===== config.mk =====
export PLATFORM = sky130hd
export DESIGN_NAME = dac_sequencer
export DESIGN_NICKNAME = d
export VERILOG_FILES = /design/src/rtl/dac_sequencer.sv
export SDC_FILE = /design/constraint.sdc
export NUM_CORES = 1
export LEC_CHECK = 0
export ABC_AREA = 1
export CAP_MARGIN = 40
export CORE_MARGIN = 5
export CORE_UTILIZATION = 50
export DETAILED_ROUTE_END_ITERATION = 8
export PLACE_DENSITY = 0.89
export SYNTH_ARGS = -nofsm -noshare
export SYNTH_HDL_FRONTEND = slang
export SYNTH_SLANG_ARGS = --single-unit
export TNS_END_PERCENT = 1

===== constraint.sdc =====
create_clock -name clk -period 2.8 [get_ports clk]
set_input_delay 0.56 -clock clk [delete_from_list [all_inputs] [get_ports clk]]
set_output_delay 0.56 -clock clk [all_outputs]
set_load 0.05 [all_outputs]

===== src/rtl/dac_sequencer.sv =====
// Impedance-tomography excitation sequencer: steps through electrode pairs,
// streams a ROM waveform sample-by-sample to a handshaked DAC at a fixed tick
// rate, and flags underruns when the DAC cannot keep up with the tick.
module dac_sequencer #(
    parameter int CLK_DIV = 100,
    parameter int SAMPLES = 64,
    parameter int PERIODS = 8,
    parameter int N_ELEC  = 16,
    parameter int SETTLE  = 32,
    localparam int ADDR_W = $clog2(SAMPLES)
) (
    input  logic              clk,
    input  logic              rst,
    input  logic              start_frame,
    input  logic              abort,
    output logic [ADDR_W-1:0] rom_addr,
    input  logic [15:0]       rom_data,
    output logic              start_dac,
    output logic [15:0]       dac_val,
    input  logic              dac_done,
    output logic [3:0]        mux_src,
    output logic [3:0]        mux_sink,
    output logic              excite,
    output logic              busy,
    output logic              frame_done,
    output logic              underrun
);

    localparam int DIV_W = $clog2(CLK_DIV);
    localparam int SET_W = $clog2(SETTLE + 1);

    localparam logic [2:0] ST_IDLE    = 3'd0;
    localparam logic [2:0] ST_SETTLE  = 3'd1;
    localparam logic [2:0] ST_WAIT    = 3'd2;
    localparam logic [2:0] ST_FETCH   = 3'd3;
    localparam logic [2:0] ST_LOAD    = 3'd4;
    localparam logic [2:0] ST_XFER    = 3'd5;
    localparam logic [2:0] ST_RELEASE = 3'd6;
    localparam logic [2:0] ST_DONE    = 3'd7;

    logic [2:0]        state;
    logic [ADDR_W-1:0] sample_cnt;
    logic [7:0]        period_cnt;
    logic [3:0]        src;
    logic [SET_W-1:0]  settle_cnt;
    logic [DIV_W-1:0]  div_cnt;
    logic              abort_pend;

    logic in_stream;
    logic in_handshake;
    logic tick;
    logic sample_last;
    logic period_last;
    logic src_last;

    // Decode state groupings and end-of-count conditions used by the FSM
    always_comb begin
        in_handshake = (state == ST_FETCH) || (state == ST_LOAD) ||
                       (state == ST_XFER)  || (state == ST_RELEASE);
        in_stream    = (state == ST_WAIT) || in_handshake;
        tick         = in_stream && (div_cnt == DIV_W'(CLK_DIV - 1));
        sample_last  = (sample_cnt == ADDR_W'(SAMPLES - 1));
        period_last  = (period_cnt == 8'(PERIODS - 1));
        src_last     = (src == 4'(N_ELEC - 1));
    end

    // Free-running sample-rate divider, held at zero whenever not streaming
    always_ff @(posedge clk or posedge rst) begin
        if (rst) begin
            div_cnt <= '0;
        end else if (!in_stream || tick) begin
            div_cnt <= '0;
        end else begin
            div_cnt <= div_cnt + 1'b1;
        end
    end

    // Main sequencer: pair stepping, sample fetch and DAC handshake
    always_ff @(posedge clk or posedge rst) begin
        if (rst) begin
            state      <= ST_IDLE;
            sample_cnt <= '0;
            period_cnt <= '0;
            src        <= '0;
            settle_cnt <= '0;
            dac_val    <= 16'h8000;
            underrun   <= 1'b0;
            abort_pend <= 1'b0;
        end else begin
            if (tick && in_handshake) underrun <= 1'b1;
            if (abort && in_handshake) abort_pend <= 1'b1;
            case (state)
                ST_IDLE: begin
                    if (start_frame) begin
                        state      <= ST_SETTLE;
                        src        <= '0;
                        sample_cnt <= '0;
                        period_cnt <= '0;
                        settle_cnt <= '0;
                        underrun   <= 1'b0;
                        abort_pend <= 1'b0;
                    end
                end
                ST_SETTLE: begin
                    if (abort) begin
                        state <= ST_DONE;
                    end else if (settle_cnt == SET_W'(SETTLE - 1)) begin
                        settle_cnt <= '0;
                        state      <= ST_WAIT;
                    end else begin
                        settle_cnt <= settle_cnt + 1'b1;
                    end
                end
                ST_WAIT: begin
                    if (abort) state <= ST_DONE;
                    else if (tick) state <= ST_FETCH;
                end
                ST_FETCH: state <= ST_LOAD;
                ST_LOAD: begin
                    dac_val <= rom_data;
                    state   <= ST_XFER;
                end
                ST_XFER: begin
                    if (dac_done) state <= ST_RELEASE;
                end
                ST_RELEASE: begin
                    if (!dac_done) begin
                        if (abort || abort_pend) begin
                            state <= ST_DONE;
                        end else if (sample_last && period_last) begin
                            sample_cnt <= '0;
                            period_cnt <= '0;
                            if (src_last) begin
                                state <= ST_DONE;
                            end else begin
                                src        <= src + 1'b1;
                                settle_cnt <= '0;
                                state      <= ST_SETTLE;
                            end
                        end else begin
                            sample_cnt <= sample_last ? '0 : sample_cnt + 1'b1;
                            if (sample_last) period_cnt <= period_cnt + 1'b1;
                            state <= ST_WAIT;
                        end
                    end
                end
                ST_DONE: begin
                    abort_pend <= 1'b0;
                    state      <= ST_IDLE;
                end
                default: state <= ST_IDLE;
            endcase
        end
    end

    // Outputs decoded directly from state so reset clears them immediately
    always_comb begin
        rom_addr   = sample_cnt;
        start_dac  = (state == ST_XFER);
        excite     = in_stream;
        busy       = (state != ST_IDLE);
        frame_done = (state == ST_DONE);
        mux_src    = src;
        mux_sink   = src_last ? 4'd0 : src + 1'b1;
    end

endmodule


### Word level (Yosys, flattened, before mapping)

Index checks and enable logic that the tools add are counted.

* word-level logic and storage cells: 100
* bits in writable memories: 0
* memories: 0
* register bits: 52
* output and inout bits: 35
* ROM bits: 0
* bits in latches: 0

* $lt $le $gt $ge: 0
* shift-type cells: 0
* reduce and logical (&&, ||, !) cells: 20
* add/subtract/negate cells: 5
* $mul: 0
* eq/ne operators: 22
* multiplexer cells: 44
* bitwise operators: 0
* divide/modulo/power cells: 0

Operators with widths (count)
* $mux 6: 11
* $mux 8: 5
* $mux 3: 10
* $mux 4: 6
* $pmux 3 s8: 1
* $pmux 6 s3: 1
* $pmux 8 s2: 1
* $add 6x1->6 const B: 2
* $eq 3x3->1 const B: 4
* $pmux 6 s2: 1
* $ne 2x2->1 const B: 5
* $reduce_and 5->1: 2
* $add 8x1->8 const B: 1
* $eq 8x3->1 const B: 1
* $pmux 4 s2: 1
* $add 7x1->7 const B: 1
* $eq 7x7->1 const B: 1
* $mux 7: 1
* $reduce_and 7->1: 1
* $eq 3x2->1 const B: 2
* $eq 6x5->1 const B: 1
* $eq 6x6->1 const B: 1
* $logic_or 1x1->1: 6
* $ne 3x3->1 const B: 2
* 14 further kinds: 23

### Longest topological paths before layout

* depth after elaboration: 10
* gate-level depth with buffers: 10
* gate-level depth less buffers: 9

### Least setup slack after synthesis

Ideal clock, no wire load.

* path type: reg2out
* from: register src[0], in the netlist mux_src[0]
* to: output port mux_sink[3]
* cell stages (with the launch flop): 5
* setup slack: 473 ps
* arrival: 1767 ps
* buffers on the path: 0
* data required time: 2240 ps
* cells stage by stage: dfrtp_1 ha_1 nand3_1 inv_1 nor2_1

* word-level cells in the longest chain between the ends: 2
* elaborated cells on any way between the ends: 3

RTL lines
* start: declaration: RTL line 44 `logic [3:0] src;`
* start signal: assignment: RTL line 136 `src <= src + 1'b1;`
* $add 4x1->4 / $eq 4x4->1 (equally long branches): RTL line 164, 64
* $mux 4 (*): RTL line 164 `mux_sink = src_last ? 4'd0 : src + 1'b1;`
* end: declaration: RTL line 22 `output logic [3:0] mux_sink,`

Mark *: on every way between the ends. The rest lies on a longest branch, timed or not.

### Worst setup path in the final report

Ends and elaborated chain as after synthesis.

==> reports/results.md <==
| Metric | Value | Unit |
|---|---|---|
| Result of the run | complete, no violations | - |
| Net count reported at finish | 440 | - |
| Fin. max-slew vios | 0 | - |
| Max FO, Critical Path | 6 | - |
| Sequential fraction of the synthesis area | 43.7 | % |
| Type of the setup path with the least slack | reg2out | - |
| Cts hold-fix bufs | 0 | - |
| Number of instances on the worst hold path | 1 | - |
| Slowest CP cell | sky130_fd_sc_hd__clkdlybuf4s50_1 | - |
| Worst-case hold path end point | div_cnt[0] | - |
| Number of filler cells placed in the layout | 472 | - |
| Number of instances resized during post-cts repair | 0 | - |
| Synthesized net count | 385 | - |
| Overall global routing resource usage | 19.4 | % |
| Worst path setup slack after routing | 0.107 | ns |
| Remaining routing DRC violations | 0 | - |
| Total power after layout | 0.00383 | W |
| Critical path launch point type | register | - |
| Headroom to the max-slew limit | 63.0 | % |
| Crit path largest cell delay | 0.82 | ns |
| Arr. time, crit path | 2.13 | ns |
| Number of buffers created by CTS | 5 | - |
| Buffer count from post-CTS setup fixing | 0 | - |
| Initial standard-cell utilization of the core | 50.9 | % |
| Instance area after placement | 0.00356 | sq mm |
| TritonCTS clock tree | done | - |
| Wire length of the first global-routing pass | 11,800 | um |
| I/O pin count | 56 | - |
| Number of diodes added for antenna fixing | 0 | - |
| Number of routed nets with antenna violations | 0 | - |
| Hold Violations, Final | 0 | - |
| Worst hold path startpoint | div_cnt[0] | - |
| Post-CTS clock slew at the launch and capture registers of the worst setup and hold paths | 0.09 | ns |
| Count of buffers inserted at the top-level ports | 55 | - |
| Vertical die dimension | 87.2 | um |
| Ratio of cells with drive above 1 in the final layout | 14.0 | % |
| Reg2reg start | state[1] | - |
| Standby leakage power | 1.70 | nW |
| Setup violation total in the final timing report | 0 | - |
| DP HPWL | 5210 | um |
| Clock Sinks | 52 | - |
| Worst r2r dst | mux_src[2] | - |
| Combined buffer and inverter count along the critical path | 2 | - |
| Number of cells on the worst reg-to-reg path | 7 | - |
| Horizontal extent of the die | 87.2 | um |
| Post-route clock skew | 0.0118 | ns |
| Summed instance area of the synthesized netlist | 0.00298 | sq mm |
| Later-pin clock latency in the skew report | 0.31 | ns |
| Reported max-cap violation count | 0 | - |
| Detailed-route via count | 2,563 | - |
| Power density relative to cell area | 1040 | mW/mm^2 |
| Final standard cell area without fillers | 0.00367 | sq mm |
| Series of cell instances along the critical path | ha_1 -> nand3_1 -> inv_1 -> nor2_1 -> clkdlybuf4s50_1 | - |
| Slack of the worst reg-to-reg path | 0.76 | ns |
| Worst Setup SP | mux_src[0] | - |
| Number of register bits inferred by synthesis | 52 | - |
| Number of global-route vias before repair | 2,613 | - |
| Per-cell routed wire length | 13.8 | um |
| Worst endpoint required time | 2.24 | ns |
| Synth warnings | 0 | - |
| RSZ-0062 raised after global routing | false | - |
| Vias/cell | 5.23 | - |
| Placement-stage worst setup slack | 0.402 | ns |
| Area of the multi-input gates | 0.00145 | sq mm |
| Worst slew pin tran | 0.553 | ns |
| Initial antenna violation count | 0 | - |
| Final weighted congestion of routability-driven global placement | 0.949 | - |
| H-tree Lvls | 2 | - |
| Area enclosed by the die boundary | 0.00760 | sq mm |
| Cells after Synth | 359 | - |
| Root buf cell | sky130_fd_sc_hd__clkbuf_8 | - |
| Fin crit share | 96.2 | % |
| Std-Cell Rows | 28 | - |
| GR Overflow Total | 0 | - |
| Avg Synthesized Cell Area | 8.30 | sq um |
| First-pass iteration count of the detailed router | 4 | - |
| Aggregate routed wire length | 6760 | um |
| Top delay family on crit path | buffers and inverters | - |
| Core footprint | 0.00585 | sq mm |
| Register Area | 0.00130 | sq mm |
| Final total negative setup slack | 0 | ns |
| Signed area change from the synthesized netlist to the final layout | 23.2 | % |
| Minimum clock period after layout | 2.69 | ns |
| Max Root-Sink Buffers | 2 | - |
| Setup crit end kind | primary output | - |
| Number of distinct standard cells referenced by the synthesized netlist | 39 | - |
| Hold crit path type | reg2reg | - |
| Count of routing violations after the opening detailed-route iteration | 214 | - |
| Largest net degree at the start of global routing | 30 | - |
| Timing-limited maximum frequency | 371 | MHz |
| Maximum resistive drop on vdd | 0.653 | mV |
worst max path at each step:
stage	end	slack (ns)	cells past startpoint
floorplan	mux_sink[3]	0.47	4
global placement	start_dac	0.48	5
detailed placement	start_dac	0.40	5
CTS	start_dac	0.06	5
global route	mux_sink[3]	0.004	5
finish	mux_sink[3]	0.11	5
per-stage QoR:
step,std cells,utilization (%),hold slack (ns)
floorplan,359,-,0.433
global placement,482,60.9,0.451
detailed placement,482,60.9,0.455
CTS,490,62.7,0.468
global route,490,62.8,0.508
finish,490,62.8,0.466
power by group:
part	internal (W)	total, W	switching [W]	leakage [nW]
clock	0.000268	0.000506	0.000238	0.0524
sequential	0.000957	0.00114	0.000188	0.677
combinational	0.000717	0.00218	0.00146	0.969
total	0.00194	0.00383	0.00189	1.70
layer usage:
| layer | wire, um | share of wire, % | up-vias | track usage, % |
|---|---|---|---|---|
| met3 | 405 | 6.0 | 8 | 4.73 |
| li1 | - | - | 1265 | - |
| met2 | 3440 | 51 | 69 | 34.0 |
| met1 | 2820 | 42 | 1221 | 23.8 |
| met5 | 0 | 0 | - | 0 |
| met4 | 87 | 1.3 | 0 | 5.30 |
logic make-up after synthesis:
family                     Yosys count  share of synthesized area, %
and+or+nand+nor                    206                          32.1
DFF                                 52                          43.7
adders and majority gates            5                          2.10
AOI/OAI and AO/OA                   28                          7.01
xor gates and xnor gates             5                          1.47
muxes                               16                          6.05
buffers and inverters               47                          7.56
cell usage after synthesis:
library cell               instances  area share (%)
sky130_fd_sc_hd__o21bai_1          2            0.50
sky130_fd_sc_hd__buf_2             1            0.17
sky130_fd_sc_hd__nor2_2            4            0.84
sky130_fd_sc_hd__nand3_4           1            0.59
sky130_fd_sc_hd__o21ai_4           2             1.1
sky130_fd_sc_hd__nand4_2           1            0.42
sky130_fd_sc_hd__a21oi_1           7             1.2
sky130_fd_sc_hd__dfrtp_1          51              43
sky130_fd_sc_hd__nand4_1           3            0.63
sky130_fd_sc_hd__o21a_1            1            0.25
sky130_fd_sc_hd__nand3_1          35             5.9
sky130_fd_sc_hd__buf_6             5             1.9
sky130_fd_sc_hd__nor3b_1           1            0.25
sky130_fd_sc_hd__nor4_1            1            0.21
sky130_fd_sc_hd__o21ai_2           6             1.8
sky130_fd_sc_hd__nand2_2           4            0.84
sky130_fd_sc_hd__nor3_4            1            0.55
sky130_fd_sc_hd__nand3_2           2            0.67
sky130_fd_sc_hd__dfstp_2           1            0.88
sky130_fd_sc_hd__nand3b_1          2            0.50
sky130_fd_sc_hd__inv_4             1            0.21
sky130_fd_sc_hd__or2_2             1            0.21
sky130_fd_sc_hd__nand2_1          90              11
sky130_fd_sc_hd__xor2_1            4             1.2
sky130_fd_sc_hd__nor2_4            1            0.38
sky130_fd_sc_hd__inv_1            36             4.5
sky130_fd_sc_hd__and3_1            1            0.21
sky130_fd_sc_hd__mux2_2           16             6.0
sky130_fd_sc_hd__o31ai_1           2            0.50
sky130_fd_sc_hd__ha_1              5             2.1
sky130_fd_sc_hd__o21ai_1           1            0.17
sky130_fd_sc_hd__nand2_4           4             1.5
sky130_fd_sc_hd__buf_4             2            0.50
sky130_fd_sc_hd__nor2_1           47             5.9
sky130_fd_sc_hd__a21oi_4           1            0.55
sky130_fd_sc_hd__nor3_1            7             1.2
sky130_fd_sc_hd__xnor2_1           1            0.29
sky130_fd_sc_hd__inv_2             2            0.25
sky130_fd_sc_hd__o21ai_0           6             1.0
area by class of cell:
class | count | area share, %
multi-input cells | 260 | 39.6
flip-flops and latches | 52 | 35.5
repair buffers | 56 | 15.5
inverters | 39 | 4.05
well taps | 75 | 2.56
clock buffers | 7 | 2.08
clock inverters | 1 | 0.818
state kept, by name, indices dropped and copies added (netlist names):
name and flops:
state 3, rom_addr 6, period_cnt 8, underrun 1, abort_pend 1, div_cnt 7
mux_src 4, dac_val 16, settle_cnt 6
cells in the final DEF (no fill, tap or decap), types with 4 or more instances in the layout:
cell,count
sky130_fd_sc_hd__nand2_1,90
sky130_fd_sc_hd__clkdlybuf4s50_1,52
sky130_fd_sc_hd__dfrtp_1,51
sky130_fd_sc_hd__nor2_1,47
sky130_fd_sc_hd__nand3_1,35
sky130_fd_sc_hd__inv_1,35
sky130_fd_sc_hd__mux2_2,16
sky130_fd_sc_hd__a21oi_1,7
sky130_fd_sc_hd__nor3_1,7
sky130_fd_sc_hd__o21ai_2,6
sky130_fd_sc_hd__o21ai_0,6
sky130_fd_sc_hd__ha_1,5
sky130_fd_sc_hd__clkbuf_8,5
sky130_fd_sc_hd__nor2_2,4
sky130_fd_sc_hd__nand2_2,4
sky130_fd_sc_hd__nand2_4,4
sky130_fd_sc_hd__xor2_1,4
No activity file was read; power rests on OpenSTA's default activity.
==> RTL change 1, RTL diff (same settings) <==
Change the parameter `SETTLE` from 32 to 16.
--- a/src/rtl/dac_sequencer.sv
+++ b/src/rtl/dac_sequencer.sv
@@ -6,7 +6,7 @@
     parameter int SAMPLES = 64,
     parameter int PERIODS = 8,
     parameter int N_ELEC  = 16,
-    parameter int SETTLE  = 32,
+    parameter int SETTLE  = 16,
     localparam int ADDR_W = $clog2(SAMPLES)
 ) (
     input  logic              clk,
Formal check against the unedited RTL: no difference found for any inputs over 10 cycles, from zero or initial values and one cycle with rst high; that may be too few to reach the edited logic, so the function may still have changed.
==> RTL change 1 against the original RTL <==
- routed wire length decreased by 9.0%
- global-route usage decreased by 2.1 points
- via count decreased by 6.1%
- worst setup slack improved by 68 ps
- sequential cell count decreased by 1
- area after synthesis decreased by 5.0%
- first-iteration DRC count decreased by 29%
- power decreased by 4.3%
- clock skew decreased by 5.6 ps
- design area decreased by 3.9%
- critical path type unchanged
- largest cell class unchanged
- highest routed layer unchanged
==> RTL change 1: results (changes against the original RTL) <==
Critical path:
- The largest incremental delay on the critical path is 810 ps.
- The highest fanout seen on the critical path was 6 (unchanged).
- The slowest stage cell on the critical path is clkdlybuf4s50_1.
- The arrival time at the worst endpoint was 2060 ps (-70 ps).

Synthesis:
- The proportion of synthesized flip-flops having asynchronous set or reset was 100% (unchanged).
- The area share of fa/ha/maj cells after synthesis came to 2.21% (+0.11 points).
- The complex-gate fraction of the synthesized area is 5.04% (-2.0 points).
- The commonest cells after synthesis are nand2_1 (91), dfrtp_1 (50), nor2_1 (39).
- The xor/xnor share of the synthesized area is 1.55% (+0.077 points).
- The total number of yosys warnings came to 0 (unchanged).
- The mux contribution to synthesized area came to 6.71% (+0.67 points).
- The distinct cell type count after synthesis is 36 (-7.7%).
- The most used flip-flop cell after synthesis is dfrtp_1.
- The sequential fraction of the synthesis area is 45.1% (+1.4 points).
- The synthesized netlist net count came to 368 (-4.4%).
- By area the synthesized netlist is led by dfrtp_1 (44%), nand2_1 (12%), nand3_1 (6.4%), mux2_2 (6.4%), nor2_1 (5.2%).

Clocking:
- The number of buffers added by the clock tree synthesis step came to 5 (unchanged).
- The maximum level of the CTS H-tree was 2 (unchanged).
- Clock tree synthesis selected as its root buffer the cell clkbuf_8.
- The later pin in the worst-skew pair is clocked with a latency of 300 ps.
- The number of buffers on the longest clock path is 2 (unchanged).
- The clock-pin transition on the worst setup and hold timing paths is 90 ps (about the same).
- The count of cells resized by post-cts repair is 0 (unchanged).
- The buffer count from post-CTS setup fixing came to 0 (unchanged).

Route:
- The detail-routed via count per cell is 5.10 (-2.5%).
- The detailed router's first-iteration violation count came to 152 (-29%).
- The average wire length per cell after detail routing is 13.0 um (-5.5%).
- The number of iterations in the first detailed-routing pass is 4 (unchanged).

Timing:
- The worst clock skew came to 6.11 ps (-5.65 ps).
- The setup TNS is 0 ps (unchanged).
- The slew at the pin with the worst max-slew slack is 532 ps (-21.5 ps).

Finish:
- The number of filler cells placed in the layout was 455 (-3.6%).
- The fraction of final layout cells sized beyond drive strength 1 is 14.5% (+0.52 points).
- The flip-flop count of the largest register after layout is 16 (unchanged).
- In the final layout, the registers with the most flip-flops are dac_val: 16 flops, period_cnt: 8 flops, div_cnt: 7 flops.
- The number of nets in the finished design is 425 (-3.4%).
- The total inserted antenna cells is 0 (unchanged).

Place:
- The post-detailed-placement half-perimeter wirelength is 4620 um (-11%).
- The post-placement setup slack was 527 ps (+125 ps).
- The total of buffers placed on input and output ports came to 55 (unchanged).
- The area after detailed placement is 0.00344 sq mm (-3.3%).
- The global placer's final weighted congestion is 0.911 (-4.0%).

Status:
- The run finished with clean final reports.

Global route:
- The global-route total usage across every layer is 17.3% (-2.1 points).
- The global-route wire length before repair is 10,500 um (-11%).
- The maximum number of pins on one net before global-route repair is 52 (+73%).
- The number of global-route vias before repair is 2,338 (-11%).
- The number of antenna violations at the first check in global routing is 0 (unchanged).

Pwr:
- The peak ir drop on the vdd network was 0.000590 V (-9.6%).
- The switching power total was 0.00185 W (-2.1%).
- The static power due to leakage is 1.66 nW (-2.3%).

Worst hold path:
- The worst hold path belongs to the class register to register.
==> RTL change 1: stage by stage <==
stage / utilization, % / instances / power (W) / hold WS [ps]
2_1_floorplan: - / 342 / 0.00270 / 433
3_3_place_gp: 62.6 / 464 / 0.00322 / 446
3_5_place_dp: 62.6 / 464 / 0.00326 / 457
4_1_cts: 64.1 / 472 / 0.00368 / 471
5_1_grt: 64.1 / 472 / 0.00389 / 495
6_report: 64.1 / 472 / 0.00367 / 468
==> RTL change 1: logic make-up (layout without fill, tap and decap cells) <==
kind of cell             count (synthesis)  after routing
buffers and inverters                   46            104
AO/OA/AOI/OAI                           20             20
multiplexers                            17             17
flip-flops                              51             51
adder cells (fa/ha/maj)                  5              5
AND/OR/NAND/NOR                        198            198
XOR/XNOR                                 5              5
==> RTL change 1: final timing paths <==
| check | startpoint | end | slack [ps] | cells past startpoint |
|---|---|---|---|---|
| worst max-delay path | mux_src[0] | mux_sink[3] | 180 | 5 |
| worst min-delay path | div_cnt[0] | div_cnt[0] | 470 | 1 |
| worst max register to register | state[2] | period_cnt[7] | 1020 | 6 |
| worst min register to register | div_cnt[0] | div_cnt[0] | 470 | 1 |
| max in group asynchronous | rst | dac_val[15] | 1910 | 3 |
| min in group asynchronous | rst | dac_val[10] | 600 | 3 |
==> RTL change 1: area by class of cell <==
cell class / instances / area [sq um] / area share (%)
Tap cell: 72 / 90.1 / 2.55
Inverter: 39 / 149 / 4.22
Sequential cell: 51 / 1280 / 36.2
Multi-Input combinational cell: 245 / 1360 / 38.4
Clock buffer: 6 / 72.6 / 2.06
Timing Repair Buffer: 57 / 573 / 16.2
Clock inverter: 2 / 12.5 / 0.354
==> RTL change 1: power groups by stage <==
| stage | clock network [W] | logic (W) | registers (W) |
|---|---|---|---|
| after floorplan | 0 | 0.00116 | 0.00154 |
| after global placement | 0 | 0.00210 | 0.00112 |
| after detailed placement | 0 | 0.00213 | 0.00113 |
| after CTS | 0.000421 | 0.00214 | 0.00112 |
| after global routing | 0.000452 | 0.00229 | 0.00115 |
| final | 0.000414 | 0.00213 | 0.00112 |
==> RTL change 1: worst max-delay path, delay by kind of cell (launching register included) <==
family        cells  cell delay, ps
simple gates      3             260
fa+ha+maj         1             260
buf+inv           1             810
flops             1             440
==> RTL change 1: routing by layer <==
| layer | vias to the layer above | GRT usage, % | wire length [um] |
|---|---|---|---|
| met5 | - | 0 | 0 |
| met4 | 0 | 4.32 | 70 |
| met3 | 8 | 2.62 | 198 |
| met2 | 45 | 30.8 | 3190 |
| met1 | 1145 | 22.0 | 2700 |
| li1 | 1209 | - | - |
==> RTL change 2, RTL diff (same settings) <==
Without the edit above. One comparison of `period_cnt` changes from == to >=.
--- a/src/rtl/dac_sequencer.sv
+++ b/src/rtl/dac_sequencer.sv
@@ -60,7 +60,7 @@
         in_stream    = (state == ST_WAIT) || in_handshake;
         tick         = in_stream && (div_cnt == DIV_W'(CLK_DIV - 1));
         sample_last  = (sample_cnt == ADDR_W'(SAMPLES - 1));
-        period_last  = (period_cnt == 8'(PERIODS - 1));
+        period_last  = (period_cnt >= 8'(PERIODS - 1));
         src_last     = (src == 4'(N_ELEC - 1));
     end
 
Formal check against the unedited RTL: no difference found for any inputs over 10 cycles, from zero or initial values and one cycle with rst high; that may be too few to reach the edited logic, so the function may still have changed.
==> RTL change 2 against the original RTL <==
- routed wire length fell by 4.9%
- design area fell by 3.5%
- area after synthesis fell by 5.7%
- worst setup slack improved by 19 ps
- sequential share of layout area rose by 1.3 points
- combinational power fell by 6%
- sequential cell count did not move
- power fell by 3.7%
- clock power rose by 1%
- largest cell class unchanged
- largest power group unchanged
==> RTL change 2: results (changes against the original RTL) <==
Route:
- The average wire length per cell after detail routing is 13.8 um (-0.26%).
- The detailed router's first-iteration violation count is 175 (-18%).
- The number of iterations in the first detailed-routing pass is 5 (+1).
- The detailed-route via count was 2,435 (-5.0%).

Place:
- The post-detailed-placement half-perimeter wirelength came to 4870 um (-6.5%).
- The post-placement setup slack is 415 ps (+12.8 ps).
- The global placer's final weighted congestion is 0.906 (-4.6%).
- The area after detailed placement is 0.00343 sq mm (-3.7%).

Finish:
- The non-filler instance count after layout is 467 (-4.7%).
- The fraction of final layout cells sized beyond drive strength 1 came to 15.4% (+1.5 points).
- The number of nets in the finished design is 420 (-4.5%).
- The number of filler cells placed in the layout is 455 (-3.6%).

Global route:
- The global-route wire length before repair came to 11,100 um (-6.1%).
- The global-route total usage across every layer is 18.8% (-0.63 points).
- The number of global-route vias before repair is 2,473 (-5.4%).
- The maximum number of pins on one net before global-route repair is 33 (+10%).

Synthesis:
- The synthesized netlist net count is 359 (-6.8%).
- The average size of a mapped cell came to 8.44 sq um (+1.7%).
- After synthesis, the cell types taking the most area are dfrtp_1 (45%), nand2_1 (11%), mux2_2 (6.4%), inv_1 (5.3%), nand3_1 (4.5%).
- The sequential fraction of the synthesis area was 46.3% (+2.6 points).
- The distinct cell type count after synthesis came to 30 (-23%).

Pwr:
- The share of total power consumed by net switching is 48.3% (-0.97 points).
- The static power due to leakage is 1.77 nW (+4.1%).
- The sequential group share of total power came to 30.4% (+0.5 points).
- The power attributed to the clock group is 0.000511 W (+1%).
- The peak ir drop on the vdd network came to 0.000625 V (-4.3%).

Timing:
- The slew at the pin with the worst max-slew slack was 646 ps (+92.3 ps).
- The worst clock skew is 8.75 ps (-3.00 ps).

Critical path:
- The highest fanout seen on the critical path is 9 (+3).

Status:
- The flow ran to the end, and the final reports show no timing, DRC or antenna violations.
## RTL change 2: cell types whose count changed after synthesis, moves of 3 or more
cell	change
nor2_1	-14
nand2_2	+3
nand3_2	+4
nor3_1	-4
inv_1	+4
nor2_4	+4
o21ai_2	-5
nand2_1	-4
o21ai_1	+4
nand3_1	-10
## RTL change 2: cells by family (layout without fill, tap and decap cells)
logic type	count (synthesis)	in the layout	synth area share (%)
AO/OA/AOI/OAI	26	26	5.47
AND/OR/NAND/NOR	183	183	31.1
flip-flops	52	52	46.3
adder cells (fa/ha/maj)	5	5	2.23
multiplexers	16	16	6.41
buffers and inverters	47	109	7.21
XOR/XNOR	4	4	1.25
## RTL change 2: routing by layer
metal / GRT usage [%] / part of all wire, % / up-vias
li1: - / - / 1188
met4: 6.04 / 2.0 / 0
met1: 21.9 / 41 / 1174
met3: 3.98 / 3.5 / 16
met2: 34.1 / 53 / 57
met5: 0 / 0 / -
## RTL change 2: cell type report
type | instances | area (sq um) | area share [%]
Clock inverter | 2 | 35.0 | 0.989
Multi-Input combinational cell | 234 | 1310 | 36.9
Clock buffer | 6 | 72.6 | 2.05
Sequential cell | 52 | 1300 | 36.8
Timing Repair Buffer | 58 | 576 | 16.2
Inverter | 43 | 161 | 4.56
Tap cell | 72 | 90.1 | 2.54
## RTL change 2: final timing paths
| kind | from | endpoint | slack [ps] | depth (start not counted) |
|---|---|---|---|---|
| setup reg to reg | rom_addr[0] | mux_src[0] | 880 | 8 |
| max in group asynchronous | rst | period_cnt[7] | 1520 | 3 |
| setup / recovery | state[2] | frame_done | 130 | 3 |
| hold / removal | div_cnt[0] | div_cnt[0] | 470 | 1 |
| hold reg to reg | div_cnt[0] | div_cnt[0] | 470 | 1 |
| min in group asynchronous | rst | dac_val[7] | 650 | 2 |
